[src/rtl/serial_capture_mc.sv]
// Multi-channel UART receive monitor: per-channel 8N1 deserialisers whose bytes
// are tagged, arbitrated round-robin and merged into one FWFT output FIFO.
module serial_capture_mc #(
    parameter int NUM_CH     = 2,
    parameter int CLK_DIV    = 104,
    parameter int FIFO_DEPTH = 16,
    localparam int CH_W      = (NUM_CH > 1) ? $clog2(NUM_CH) : 1,
    localparam int LVL_W     = $clog2(FIFO_DEPTH + 1)
) (
    input  logic              clk,
    input  logic              resetn,
    input  logic [NUM_CH-1:0] rx,
    output logic              out_valid,
    input  logic              out_ready,
    output logic [7:0]        out_data,
    output logic [CH_W-1:0]   out_chan,
    output logic              out_ferr,
    output logic [NUM_CH-1:0] overflow,
    input  logic              clear_ovf,
    output logic [LVL_W-1:0]  fifo_level
);

    localparam int CNT_W = $clog2(CLK_DIV);
    localparam int AW    = $clog2(FIFO_DEPTH);
    localparam logic [CNT_W-1:0] HALF_LOAD = CNT_W'(CLK_DIV / 2 - 1);
    localparam logic [CNT_W-1:0] FULL_LOAD = CNT_W'(CLK_DIV - 1);

    typedef enum logic [2:0] {
        ST_IDLE  = 3'd0,
        ST_START = 3'd1,
        ST_DATA  = 3'd2,
        ST_STOP  = 3'd3,
        ST_BREAK = 3'd4
    } rx_state_e;

    logic [1:0]        rst_sync_r;
    logic              rst_n_s;
    logic              gnt_valid_s;
    logic [CH_W-1:0]   gnt_idx_s;
    logic [CH_W:0]     scan_idx_s;
    logic [CH_W-1:0]   rr_ptr_r;
    logic              push_s;
    logic              pop_s;
    logic              full_s;
    logic              empty_s;
    logic [NUM_CH-1:0] overflow_r;

    wire  [NUM_CH-1:0] hold_full_s;
    wire  [NUM_CH-1:0] hold_ferr_s;
    wire  [NUM_CH-1:0] ovf_set_s;
    wire  [7:0]        hold_data_s [NUM_CH];

    logic [7:0]            mem_data_r [FIFO_DEPTH];
    logic [CH_W-1:0]       mem_chan_r [FIFO_DEPTH];
    logic [FIFO_DEPTH-1:0] mem_ferr_r;
    logic [AW-1:0]         wr_ptr_r;
    logic [AW-1:0]         rd_ptr_r;
    logic [LVL_W-1:0]      level_r;

    // Reset synchroniser: assert immediately, release two edges later.
    always_ff @(posedge clk or negedge resetn) begin
        if (!resetn) begin
            rst_sync_r <= 2'b00;
        end else begin
            rst_sync_r <= {rst_sync_r[0], 1'b1};
        end
    end

    assign rst_n_s = rst_sync_r[1];

    genvar g;
    for (g = 0; g < NUM_CH; g++) begin : g_ch
        logic [1:0]       sync_r;
        logic             rx_s;
        rx_state_e        state_r;
        rx_state_e        state_s;
        logic [CNT_W-1:0] cnt_r;
        logic [CNT_W-1:0] cnt_s;
        logic [2:0]       bit_r;
        logic [2:0]       bit_s;
        logic [7:0]       shift_r;
        logic [7:0]       shift_s;
        logic             emit_s;
        logic             ferr_s;
        logic             drain_s;
        logic             hold_full_r;
        logic             hold_ferr_r;
        logic [7:0]       hold_data_r;

        assign rx_s    = sync_r[1];
        assign drain_s = push_s && (gnt_idx_s == CH_W'(g));

        // Two-flop synchroniser for the asynchronous rx line.
        always_ff @(posedge clk or negedge rst_n_s) begin
            if (!rst_n_s) begin
                sync_r <= 2'b11;
            end else begin
                sync_r <= {sync_r[0], rx[g]};
            end
        end

        // Receiver state register.
        always_ff @(posedge clk or negedge rst_n_s) begin
            if (!rst_n_s) begin
                state_r <= ST_IDLE;
                cnt_r   <= '0;
                bit_r   <= 3'd0;
                shift_r <= 8'h00;
            end else begin
                state_r <= state_s;
                cnt_r   <= cnt_s;
                bit_r   <= bit_s;
                shift_r <= shift_s;
            end
        end

        // Receiver next-state: mid-bit sampling off a per-bit down-counter.
        always_comb begin
            state_s = state_r;
            cnt_s   = cnt_r;
            bit_s   = bit_r;
            shift_s = shift_r;
            emit_s  = 1'b0;
            ferr_s  = 1'b0;
            case (state_r)
                ST_IDLE: begin
                    if (!rx_s) begin
                        state_s = ST_START;
                        cnt_s   = HALF_LOAD;
                    end else begin
                        state_s = ST_IDLE;
                    end
                end
                ST_START: begin
                    if (cnt_r == '0) begin
                        if (rx_s) begin
                            state_s = ST_IDLE;
                        end else begin
                            state_s = ST_DATA;
                            cnt_s   = FULL_LOAD;
                            bit_s   = 3'd0;
                        end
                    end else begin
                        cnt_s = cnt_r - CNT_W'(1);
                    end
                end
                ST_DATA: begin
                    if (cnt_r == '0) begin
                        shift_s = {rx_s, shift_r[7:1]};
                        cnt_s   = FULL_LOAD;
                        if (bit_r == 3'd7) begin
                            state_s = ST_STOP;
                        end else begin
                            bit_s = bit_r + 3'd1;
                        end
                    end else begin
                        cnt_s = cnt_r - CNT_W'(1);
                    end
                end
                ST_STOP: begin
                    if (cnt_r == '0) begin
                        emit_s  = 1'b1;
                        ferr_s  = ~rx_s;
                        state_s = rx_s ? ST_IDLE : ST_BREAK;
                    end else begin
                        cnt_s = cnt_r - CNT_W'(1);
                    end
                end
                ST_BREAK: begin
                    if (rx_s) begin
                        state_s = ST_IDLE;
                    end else begin
                        state_s = ST_BREAK;
                    end
                end
                default: begin
                    state_s = ST_IDLE;
                end
            endcase
        end

        // Holding register; a byte arriving while it is occupied is dropped.
        always_ff @(posedge clk or negedge rst_n_s) begin
            if (!rst_n_s) begin
                hold_full_r <= 1'b0;
                hold_ferr_r <= 1'b0;
                hold_data_r <= 8'h00;
            end else if (emit_s && (!hold_full_r || drain_s)) begin
                hold_full_r <= 1'b1;
                hold_ferr_r <= ferr_s;
                hold_data_r <= shift_r;
            end else if (drain_s) begin
                hold_full_r <= 1'b0;
            end
        end

        assign hold_full_s[g] = hold_full_r;
        assign hold_ferr_s[g] = hold_ferr_r;
        assign hold_data_s[g] = hold_data_r;
        assign ovf_set_s[g]   = emit_s && hold_full_r && !drain_s;
    end

    // Round-robin pick: scan downward so the channel nearest the pointer wins.
    always_comb begin
        gnt_valid_s = 1'b0;
        gnt_idx_s   = '0;
        scan_idx_s  = '0;
        for (int i = NUM_CH - 1; i >= 0; i--) begin
            scan_idx_s = {1'b0, rr_ptr_r} + (CH_W + 1)'(i);
            if (scan_idx_s >= (CH_W + 1)'(NUM_CH)) begin
                scan_idx_s = scan_idx_s - (CH_W + 1)'(NUM_CH);
            end else begin
                scan_idx_s = scan_idx_s;
            end
            if (hold_full_s[scan_idx_s[CH_W-1:0]]) begin
                gnt_valid_s = 1'b1;
                gnt_idx_s   = scan_idx_s[CH_W-1:0];
            end else begin
                gnt_valid_s = gnt_valid_s;
            end
        end
    end

    assign empty_s = (level_r == '0);
    assign full_s  = (level_r == LVL_W'(FIFO_DEPTH));
    assign pop_s   = !empty_s && out_ready;
    assign push_s  = gnt_valid_s && (!full_s || pop_s);

    // Arbiter pointer advances past the channel just granted.
    always_ff @(posedge clk or negedge rst_n_s) begin
        if (!rst_n_s) begin
            rr_ptr_r <= '0;
        end else if (push_s) begin
            rr_ptr_r <= (gnt_idx_s == CH_W'(NUM_CH - 1)) ? '0 : gnt_idx_s + CH_W'(1);
        end
    end

    // Sticky overflow flags; a same-cycle set beats the clear.
    always_ff @(posedge clk or negedge rst_n_s) begin
        if (!rst_n_s) begin
            overflow_r <= '0;
        end else begin
            overflow_r <= (overflow_r & ~{NUM_CH{clear_ovf}}) | ovf_set_s;
        end
    end

    // FIFO storage, cleared so the head fields read zero after reset.
    always_ff @(posedge clk or negedge rst_n_s) begin
        if (!rst_n_s) begin
            for (int i = 0; i < FIFO_DEPTH; i++) begin
                mem_data_r[i] <= 8'h00;
                mem_chan_r[i] <= '0;
            end
            mem_ferr_r <= '0;
        end else if (push_s) begin
            mem_data_r[wr_ptr_r] <= hold_data_s[gnt_idx_s];
            mem_chan_r[wr_ptr_r] <= gnt_idx_s;
            mem_ferr_r[wr_ptr_r] <= hold_ferr_s[gnt_idx_s];
        end
    end

    // FIFO pointers and occupancy.
    always_ff @(posedge clk or negedge rst_n_s) begin
        if (!rst_n_s) begin
            wr_ptr_r <= '0;
            rd_ptr_r <= '0;
            level_r  <= '0;
        end else begin
            if (push_s) begin
                wr_ptr_r <= wr_ptr_r + AW'(1);
            end
            if (pop_s) begin
                rd_ptr_r <= rd_ptr_r + AW'(1);
            end
            case ({push_s, pop_s})
                2'b10:   level_r <= level_r + LVL_W'(1);
                2'b01:   level_r <= level_r - LVL_W'(1);
                default: level_r <= level_r;
            endcase
        end
    end

    assign out_valid  = ~empty_s;
    assign out_data   = mem_data_r[rd_ptr_r];
    assign out_chan   = mem_chan_r[rd_ptr_r];
    assign out_ferr   = mem_ferr_r[rd_ptr_r];
    assign overflow   = overflow_r;
    assign fifo_level = level_r;

endmodule

[config.mk]
export PLATFORM = sky130hd
export DESIGN_NAME = serial_capture_mc
export DESIGN_NICKNAME = d
export VERILOG_FILES = /design/src/rtl/serial_capture_mc.sv
export SDC_FILE = /design/constraint.sdc
export NUM_CORES = 1
export LEC_CHECK = 0
export ABC_AREA = 0
export BUFFER_PORTS_ARGS = -buffer_cell sky130_fd_sc_hd__buf_2
export CORE_MARGIN = 5
export CORE_UTILIZATION = 55
export CTS_CLUSTER_DIAMETER = 60
export DETAILED_ROUTE_END_ITERATION = 6
export PLACE_DENSITY = 0.71
export SLEW_MARGIN = 20
export SYNTH_ARGS = -nofsm -noshare
export SYNTH_HDL_FRONTEND = slang
export SYNTH_SLANG_ARGS = --single-unit
[constraint.sdc]
create_clock -name clk -period 15.1 [get_ports clk]
set_clock_uncertainty 0.1 [all_clocks]
set_input_delay 0.755 -clock clk [delete_from_list [all_inputs] [get_ports clk]]
set_output_delay 0.755 -clock clk [all_outputs]
set_load 0.1 [all_outputs]
; ---- Word level (Yosys, flattened, before mapping)
; Index checks and enable logic that the tools add are counted.
[totals]
word_cells = 245
reg_bits = 244
in_bits = 6
[op_classes]
n_reduce_logical = 41
n_bitwise = 10
muxes = 84
n_addsub = 12
eq_ne = 31
n_lt_le_gt_ge = 12
[ops]
columns = cell, count
row1 = $bwmux 128, 1
row2 = $mux 7, 10
row3 = $pmux 7 s4, 2
row4 = $mux 3, 18
row5 = $mux 8, 6
row6 = $bmux 8 s4, 1
row7 = $bwmux 16, 2
row8 = $demux 8 s4, 1
row9 = $mux 1, 32
row10 = $ne 2x2->1 const B, 16
row11 = $pmux 3 s5, 2
row12 = $reduce_and 4->1, 4
row13 = $logic_not 7->1, 2
row14 = $sub 7x1->7 const B, 2
row15 = $eq 3x2->1 const B, 4
row16 = $eq 3x3->1 const B, 4
row17 = $logic_and 1x1->1, 12
row18 = $pmux 3 s2, 2
row19 = $ge 5x5->1 const B, 2
row20 = $lt 4x5->1 const B, 2
row21 = $not 4->5, 2
row22 = $pmux 5 s2, 1
row23 = $reduce_and 5->1, 2
row24 = $reduce_bool 2->1, 5
row25 = 31 further kinds, 55

; ---- Depth between registers and ports, before layout
; Gate-level depths: netlist of the first run.
[logic_depth]
word_depth = 12
ltp_mapped = 13
ltp_nobuf = 11

; ---- Worst setup path before layout of the first run
; OpenSTA, ideal clock, no wires.
[synth_timing]
kind = reg2reg
from = register level_r[0] (netlist: fifo_level[0])
to = register level_r[4] (netlist: fifo_level[4])
path_buffers = 1
synth_period_minus_slack_ps = 4075
arrival_ps = 3813
path_stages_with_launch = 12
setup_slack_ps = 11025
path_cell_list = dfrtp_1 nor4_2 nand2b_1 and2_1 clkbuf_1 ha_1 fa_1 a21o_1 a21oi_1 xor2_1 nor2_1 xor2_1
[synth_between]
elab_chain_cells = 7
[synth_rtl]
columns = item, line_no
row1 = "start, declared", 58  ; logic [LVL_W-1:0] level_r;
row2 = "start signal, assigned", 276  ; 2'b10: level_r <= level_r + LVL_W'(1);
row3 = "start signal, assigned", 277  ; 2'b01: level_r <= level_r - LVL_W'(1);
row4 = "start signal, assigned", 278  ; default: level_r <= level_r;
row5 = $logic_not 5->1 *, 224  ; assign empty_s = (level_r == '0);
row6 = $logic_not 1->1 *, 226  ; assign pop_s = !empty_s && out_ready;
row7 = $logic_and 1x1->1 *, 226
row8 = via pop_s, 43  ; logic pop_s;
row9 = $logic_or 1x1->1, 227  ; assign push_s = gnt_valid_s && (!full_s || pop_s);
row10 = $logic_and 1x1->1, 227
row11 = $eq 2x1->1 or $eq 2x2->1 (tied branches), 275  ; case ({push_s, pop_s})
row12 = $pmux 5 s2 or $reduce_bool 2->1 (tied branches), n/a
; The timed path passes the listed nets; every way through them passes the cells marked *.
; A chain may end at the register's enable or synchronous reset.

; ---- Worst setup path in the final report of the first run
[layout_timing]
from = register rd_ptr_r[0]
to = output port out_data[0]
[layout_between]
elab_chain_cells = 4
[layout_rtl]
columns = item, line_no
row1 = "start, declared", 57  ; logic [AW-1:0] rd_ptr_r;
row2 = "start signal, assigned", 273  ; rd_ptr_r <= rd_ptr_r + AW'(1);
row3 = $not 4->5 (implied by the code), 284  ; assign out_data = mem_data_r[rd_ptr_r];
row4 = $bmux 8 s4, 284
row5 = $mux 8 (implied by the code) (2 in series), 284
row6 = "end, declared", 15  ; output logic [7:0] out_data,
; No other way between the ends. The select of a mux whose other input is x is not followed.

==> out/qor.yml, run 1 <==
sta:
  layout_min_cycle_time_ns: 3.871
  fin_crit_sh_pct: 25.63
  fmax_ghz: 0.2584
  setup_ws_ns: 11.23
  finalSetupViolCount: 0
  max_slew_margin_pct: 26.21
  rsz0062_at_grt: "false"
  finalMaxSlewViolations: 0
  tns_ns: 0
  hold_viol_final: 0
  worst_pin_slew_ns: 1.107
run:
  max_cap_violations: 0
die:
  ios: 24
  rows: 51
  die_area_um2: 23030
  die_w_um: 151.7
  start_util_pct: 56.22
  die_h_um: 151.7
  core_area_um2: 19650
min_path:
  hp-class: "in -> reg"
clocking:
  clk_path_buf_depth: 3
  path_clk_slew_ns: 0.06
  cts_setup_buffers: 0
  clock-sinks: 244
  cts_tree: "yes"
  cts_max_level: 1
  cts_buffers: 27
  worstSkewPairLatency_ns: 0.54
  cts-root-buf: "clkbuf_16"
setup_path:
  crit_chain: "buf_4 > mux4_2 > mux4_2 > buf_2"
  slowest_delay_ns: 0.66
  start_kind: "register"
  cp_common_cell: "mux4_2"
  critPathKind: "reg -> out"
  cp.arrival_ns: 3.02
  worstPathMaxFanout: 43
  timing.critical_path.slowest_stage_cell: "buf_4"
  cp-end-kind: "output port"
  path_delay_family: "multiplexers"
  worstPathRequired_ns: 14.24
  crit_buf_inv: 2
global_routing:
  grt_pass1_wl_mm: 37.35
  grt.overflow.total: 0
  first_global_vias: 7245
  grt_use_total_pct: 20.26
  grt_antenna_before_repair: 0
  grt_max_degree: 83
power_and_ir_drop:
  seqPwrFrac_pct: 40.4
  irDropWorstVdd_mv: 0.1120
  p_int_mw: 1.302
  power.density_nw_per_um2: 160.3
  clkPwrFrac_pct: 34.5
  p_leak_nw: 5.041
  swShare_pct: 34.45
  p_total_mw: 1.986
  power_frac_comb_pct: 25.1
  switchingPower_mw: 0.6842
synthesis:
  synth_cell_types: 54
  synth_flop_cell: "dfrtp_1"
  syn_area_per_cell_um2: 11.79
  netlist_top_cells_area: "dfrtp_1 54%, mux4_2 10%, a21oi_1 7.2%, nor2_1 5.8%, mux2_2 5.3%"
  synth-seq-area-share_pct: 55.31
  synth.top_cell.area_share_pct: 54.35
  yosysWarnings: 0
  ys_ff_latch: 244
  synth_edf_count: 0
  syn-num-nets: 959
  synthCells: 937
  synthArstFlopShare_pct: 100.0
  yosysTopAreaCell: "dfrtp_1"
  syn_area_um2: 11050
placement:
  dp_hpwl_mm: 14.18
  portBuffers: 23
  place_ws_ns: 11.24
  place_area_um2: 11420
  gp_routability_congestion: 0.8233
drt:
  wl_mm: 21.95
  vias: 7161
  drtIter0Drc: 455
  ant_nets: 0
  first_pass_iters: 4
  viasPerCell: 5.761
  wl_per_cell_um: 17.66
  drc: 0
cells_and_area:
  fin_area_um2: 12390
  area_growth_pct: 12.12
  nets: 980
  ff_latch_area_um2: 6117
  multiInputGateArea_um2: 4613
  drive_above_1_share_pct: 23.42
  n_antenna_cell: 0
  fillers: 1578
status:
  status: "finished clean"
per-stage QoR:
step                      std cells  hold WS [ns]  util, %
after global routing           1243        0.2057    63.03
after CTS                      1243        0.1988    63.01
final                          1243        0.2240    63.03
after floorplan                 937        0.2312        -
after detailed placement       1193        0.2475    58.13
after global placement         1193        0.2357    58.13
cells in the final DEF, fill, tap and decap left out, types with 6 or more instances in the layout:
cell	Yosys	routed
dfrtp_1	240	237
nor2_1	171	171
a21oi_1	160	160
mux2_2	52	52
mux4_2	50	50
nand2_1	28	28
clkbuf_16	0	27
buf_4	1	24
buf_2	20	23
o21ai_0	21	21
inv_1	16	16
ha_1	15	15
mux2i_1	12	12
nand3_1	10	10
xnor2_1	8	8
clkinv_2	0	8
a22o_1	7	7
nor3_2	7	7
nand2b_1	6	6
nor3_4	6	6
cell usage after synthesis, types with 5 or more instances:
cell,n
buf_2,20
nor2b_1,5
mux4_2,50
nand2b_1,6
nor3_2,7
o21ai_0,21
nand3_1,10
dfrtp_1,240
clkbuf_1,31
inv_1,16
mux2_2,52
a22o_1,7
nor2_1,171
mux2i_1,12
nor3_1,5
nor3_4,6
a31oi_1,5
a21oi_1,160
ha_1,15
xnor2_1,8
nand2_1,28
kinds of logic after synthesis:
kind of cell,after synthesis,synth area share [%]
AO/OA/AOI/OAI,217,10.79
XOR/XNOR,12,0.9512
adder cells (fa/ha/maj),16,1.880
buffers and inverters,73,2.944
flip-flops,244,55.31
multiplexers,114,16.58
other,1,0.03394
AND/OR/NAND/NOR,260,11.52
area by class of cell:
class / instances / area share [%]
Tap cell: 265 / 2.677
Clock buffer: 29 / 5.595
Multi-Input combinational cell: 620 / 37.24
Clock inverter: 20 / 2.071
Inverter: 16 / 0.4848
Sequential cell: 244 / 49.38
Timing Repair Buffer: 49 / 2.555
worst reg2reg max path, delay by kind of cell, from the launching register on:
kind | cells | cell delay, ns
fa+ha+maj | 2 | 0.59
xor+xnor | 2 | 0.32
compound gates | 2 | 0.37
flops | 1 | 0.46
buf+inv | 1 | 0.12
simple gates | 4 | 1.68
final timing paths:
path | startpoint | endpoint | slack [ns] | depth (start not counted)
worst max-delay path | rd_ptr_r[0]$_DFFE_PN0P_ | out_data[0] | 11.23 | 4
worst min-delay path | rx[1] | g_ch[1].sync_r[0]$_DFF_PN1_ | 0.22 | 1
worst max register to register | fifo_level[0]$_DFFE_PN0P_ | fifo_level[4]$_DFFE_PN0P_ | 11.34 | 11
worst min register to register | rst_sync_r[1]$_DFF_PN0_ | mem_data_r[62]$_DFFE_PN0P_ | 0.26 | 0
max in group asynchronous | rst_sync_r[1]$_DFF_PN0_ | rd_ptr_r[1]$_DFFE_PN0P_ | 12.77 | 2
min in group asynchronous | rst_sync_r[1]$_DFF_PN0_ | mem_data_r[62]$_DFFE_PN0P_ | 0.26 | 0
sequential cells by signal (all words and copies together) (netlist names):
signal,count
fifo_level,5
g_ch.bit_r,6
g_ch.cnt_r,14
g_ch.hold_data_r,16
g_ch.hold_ferr_r,2
g_ch.hold_full_r,2
g_ch.shift_r,16
g_ch.state_r,6
g_ch.sync_r,4
mem_chan_r,16
mem_data_r,128
mem_ferr_r,16
overflow,2
rd_ptr_r,4
rr_ptr_r,1
rst_sync_r,2
wr_ptr_r,4
power groups by stage:
stage                     sequential (mW)  combinational, mW  clock (mW)
after floorplan                     0.806              0.420           0
after global placement              0.813              0.495           0
after detailed placement            0.814              0.502           0
after CTS                           0.802              0.504       0.703
after global routing                0.815              0.540       0.732
final                               0.802              0.498       0.686
layer usage:
layer,wire length (um),part of all wire [%],vias to the layer above,global-route usage (%)
li1,-,-,3387,-
met1,9430,43,3603,27.59
met2,11300,51,140,34.87
met3,905,4.1,31,3.153
met4,321,1.5,0,4.403
met5,0,0,-,0
timing repair:
| action | 4_1_cts | 5_1_grt |
|---|---|---|
| hold endpoints to repair | 2 | 0 |
| gates resized for setup | 0 | 0 |
| hold buffers | 1 | 0 |
No activity file was read; power rests on OpenSTA's default activity.
==> run 2, diff against run 1 <==
Settings changed: ABC_AREA 0 to 1.
Clock period 15.1 ns to 3.6 ns, I/O delays scaled along.
==> run 2 against run 1 <==
Compared with the run above: sequential power increased to 4.1 times the previous value; first-iteration DRC count is 87% higher; worst hold slack worse by 0.025 ns; core utilization decreased by 2.3 points; total power rose to 5.2 times the previous value; largest cell class unchanged; area after synthesis rose by 7.3%.
==> out/qor.yml, run 2 <==
global_routing:
  grt_pass1_wl_mm: 46.58  # +25%
  grt_use_total_pct: 23.15  # +2.9 points
  first_global_vias: 9120  # +26%
  grt_max_degree: 93  # +12%
  grt.overflow.total: 0  # unchanged
  grt_antenna_before_repair: 0  # unchanged
power_and_ir_drop:
  power_frac_comb_pct: 41.1  # +16 points
  swShare_pct: 44.14  # +9.7 points
  power.density_nw_per_um2: 797.5  # +400%
  p_total_mw: 10.24  # +420%
  p_leak_nw: 6.061  # +20%
  p_int_mw: 5.722  # +340%
  seqPwrFrac_pct: 31.7  # -8.7 points
  irDropWorstVdd_mv: 0.5479  # +390%
  clkPwrFrac_pct: 27.2  # -7.3 points
  switchingPower_mw: 4.522  # +560%
synthesis:
  ys_ff_latch: 244  # unchanged
  syn-num-nets: 1379  # +44%
  syn_area_um2: 11860  # +7.3%
  netlist_top_cells_area: "dfrtp_1 51%, nand2_1 10%, o21ai_0 6.5%, nor2_1 4.2%, o21ai_2 3.5%"
  synthCells: 1357  # +45%
  synth_edf_count: 0  # unchanged
  synthArstFlopShare_pct: 100.0  # unchanged
  synth-seq-area-share_pct: 51.54  # -3.8 points
  synth.most_common_cell: "nand2_1"
  syn_area_per_cell_um2: 8.737  # -26%
  synth_cell_types: 44  # -19%
  synth_flop_cell: "dfrtp_1"
  synth.top_cell.area_share_pct: 50.65  # -3.7 points
  synth_common_cells: "329 x nand2_1, 240 x dfrtp_1, 154 x o21ai_0"
  yosysWarnings: 0  # unchanged
  yosysTopAreaCell: "dfrtp_1"
die:
  start_util_pct: 56.05  # -0.17 points
  die_w_um: 156.8  # +3.4%
  ios: 24  # unchanged
  core_area_um2: 21150  # +7.6%
  die_area_um2: 24590  # +6.8%
  rows: 53  # +3.9%
  die_h_um: 156.8  # +3.4%
drt:
  wl_per_cell_um: 16.50  # -6.6%
  ant_nets: 0  # unchanged
  first_pass_iters: 6  # +2
  drc: 0  # unchanged
  viasPerCell: 5.535  # -3.9%
  drtIter0Drc: 851  # +87%
  wl_mm: 27.09  # +23%
  vias: 9088  # +27%
clocking:
  cts-root-buf: "clkbuf_16"
  cts_max_level: 1  # unchanged
  clock-sinks: 244  # unchanged
  cts_buffers: 27  # unchanged
  cts_setup_buffers: 0  # unchanged
  worstSkewPairLatency_ns: 0.52  # -0.02 ns
  clk_path_buf_depth: 3  # unchanged
  cts_tree: "yes"
  path_clk_slew_ns: 0.06  # about the same
placement:
  portBuffers: 23  # unchanged
  gp_routability_congestion: 0.8433  # +2.4%
  dp_hpwl_mm: 17.13  # +21%
min_path:
  min_path_cells: 2  # +1
  hp-class: "in -> reg"
cells_and_area:
  n_antenna_cell: 0  # unchanged
  mostFrequentLayoutCells: "329 x nand2_1, 238 x dfrtp_1, 154 x o21ai_0"
  layout_commonest_cell: "nand2_1"
  fillers: 1843  # +17%
  nets: 1371  # +40%
  fin_util_pct: 60.73  # -2.3 points
  drive_above_1_share_pct: 12.87  # -11 points
  area_growth_pct: 8.348
  largest_register_ffs: 128  # unchanged
  largest-register: "mem_data_r"
sta:
  worst_pin_slew_ns: 1.012  # -0.09499 ns
  rsz0062_at_grt: "false"
  finalSetupViolCount: 0  # unchanged
  max_slew_margin_pct: 32.47  # +6.3 points
  tns_ns: 0  # unchanged
  layout_min_cycle_time_ns: 3.080
  hold_viol_final: 0  # unchanged
  fmax_ghz: 0.3247
  finalMaxSlewViolations: 0  # unchanged
  fin_crit_sh_pct: 85.55
status:
  status: "finished clean"
setup_path:
  worstPathRequired_ns: 3.32  # -10.92 ns
  critPathKind: "reg -> out"
  start_kind: "register"
  rr_worst_depth: 12  # +1
  worstPathMaxFanout: 46  # +7.0%
  cp-end-kind: "output port"
  cp.arrival_ns: 2.80  # -0.22 ns
run:
  max_cap_violations: 0  # unchanged
run 2: kinds of logic after synthesis:
| group | count (synthesis) | synth area share, % |
|---|---|---|
| DFF | 244 | 51.54 |
| and+or+nand+nor | 576 | 20.55 |
| buffers and inverters | 162 | 7.577 |
| xor gates and xnor gates | 13 | 0.9603 |
| AOI/OAI and AO/OA | 336 | 16.52 |
| adders and majority gates | 16 | 1.752 |
| other | 1 | 0.03163 |
| muxes | 9 | 1.076 |
run 2: worst max-delay path, cell delays in order, from the launching register on:
cell and delay [ns]:
dfrtp_2 0.57, inv_2 0.37, buf_12 0.27, o21ai_0 0.12, o211ai_1 0.26, nand3_1 0.12
nand2_1 0.10, buf_2 0.42
run 2: final timing paths:
kind | endpoint | slack (ns) | startpoint
min in group asynchronous | fifo_level[3]$_DFFE_PN0P_ | 0.23 | rst_sync_r[1]$_DFF_PN0_
max in group asynchronous | mem_data_r[41]$_DFFE_PN0P_ | 2.29 | rst_sync_r[1]$_DFF_PN0_
worst max register to register | fifo_level[4]$_DFFE_PN0P_ | 1.11 | fifo_level[0]$_DFFE_PN0P_
worst max-delay path | out_data[0] | 0.52 | rd_ptr_r[0]$_DFFE_PN0P_
worst min-delay path | g_ch[1].sync_r[0]$_DFF_PN1_ | 0.20 | rx[1]
worst min register to register | fifo_level[3]$_DFFE_PN0P_ | 0.23 | rst_sync_r[1]$_DFF_PN0_
run 2: area by class of cell:
class | instances | area [um2] | area share [%]
Sequential cell | 244 | 6116 | 47.61
Multi-Input combinational cell | 951 | 4852 | 37.77
Clock inverter | 8 | 126.4 | 0.9837
Timing Repair Buffer | 44 | 325.3 | 2.532
Clock buffer | 39 | 770.7 | 6.000
Inverter | 81 | 311.5 | 2.425
Tap cell | 275 | 344.1 | 2.678
run 2: what timing repair did:
action                                 CTS  global route
endpoints found under the hold margin    7             0
resized for setup                        0             0
hold buffers                             6             0
run 2: per-stage QoR:
step / hold slack, ns / instances / worst slack [ns] / instance area (um2)
global placement: -0.1341 / 1589 / 1.167 / 11890
floorplan: -0.2156 / 1357 / 0.2871 / 11870
finish: 0.1993 / 1642 / 0.5201 / 12850
CTS: 0.1797 / 1642 / 0.5458 / 12850
global route: 0.1943 / 1642 / 0.3359 / 12850
detailed placement: -0.1322 / 1589 / 1.113 / 11890
run 2: power groups by stage:
stage                     registers [mW]  logic (mW)  clock network [mW]
after floorplan                     3.42        3.29                   0
after global placement              3.28        4.13                   0
after detailed placement            3.30        4.18                   0
after CTS                           3.25        4.21                2.83
after global routing                3.29        4.61                2.97
final                               3.25        4.21                2.78
run 2: layer usage:
layer  track usage [%]  share of wire [%]  vias to the layer above
met3             2.959                4.8                       66
met4             7.727                3.5                        0
met1             32.16                 44                     4306
met5                 0                  0                        -
met2             37.98                 47                      248
li1                  -                  -                     4468
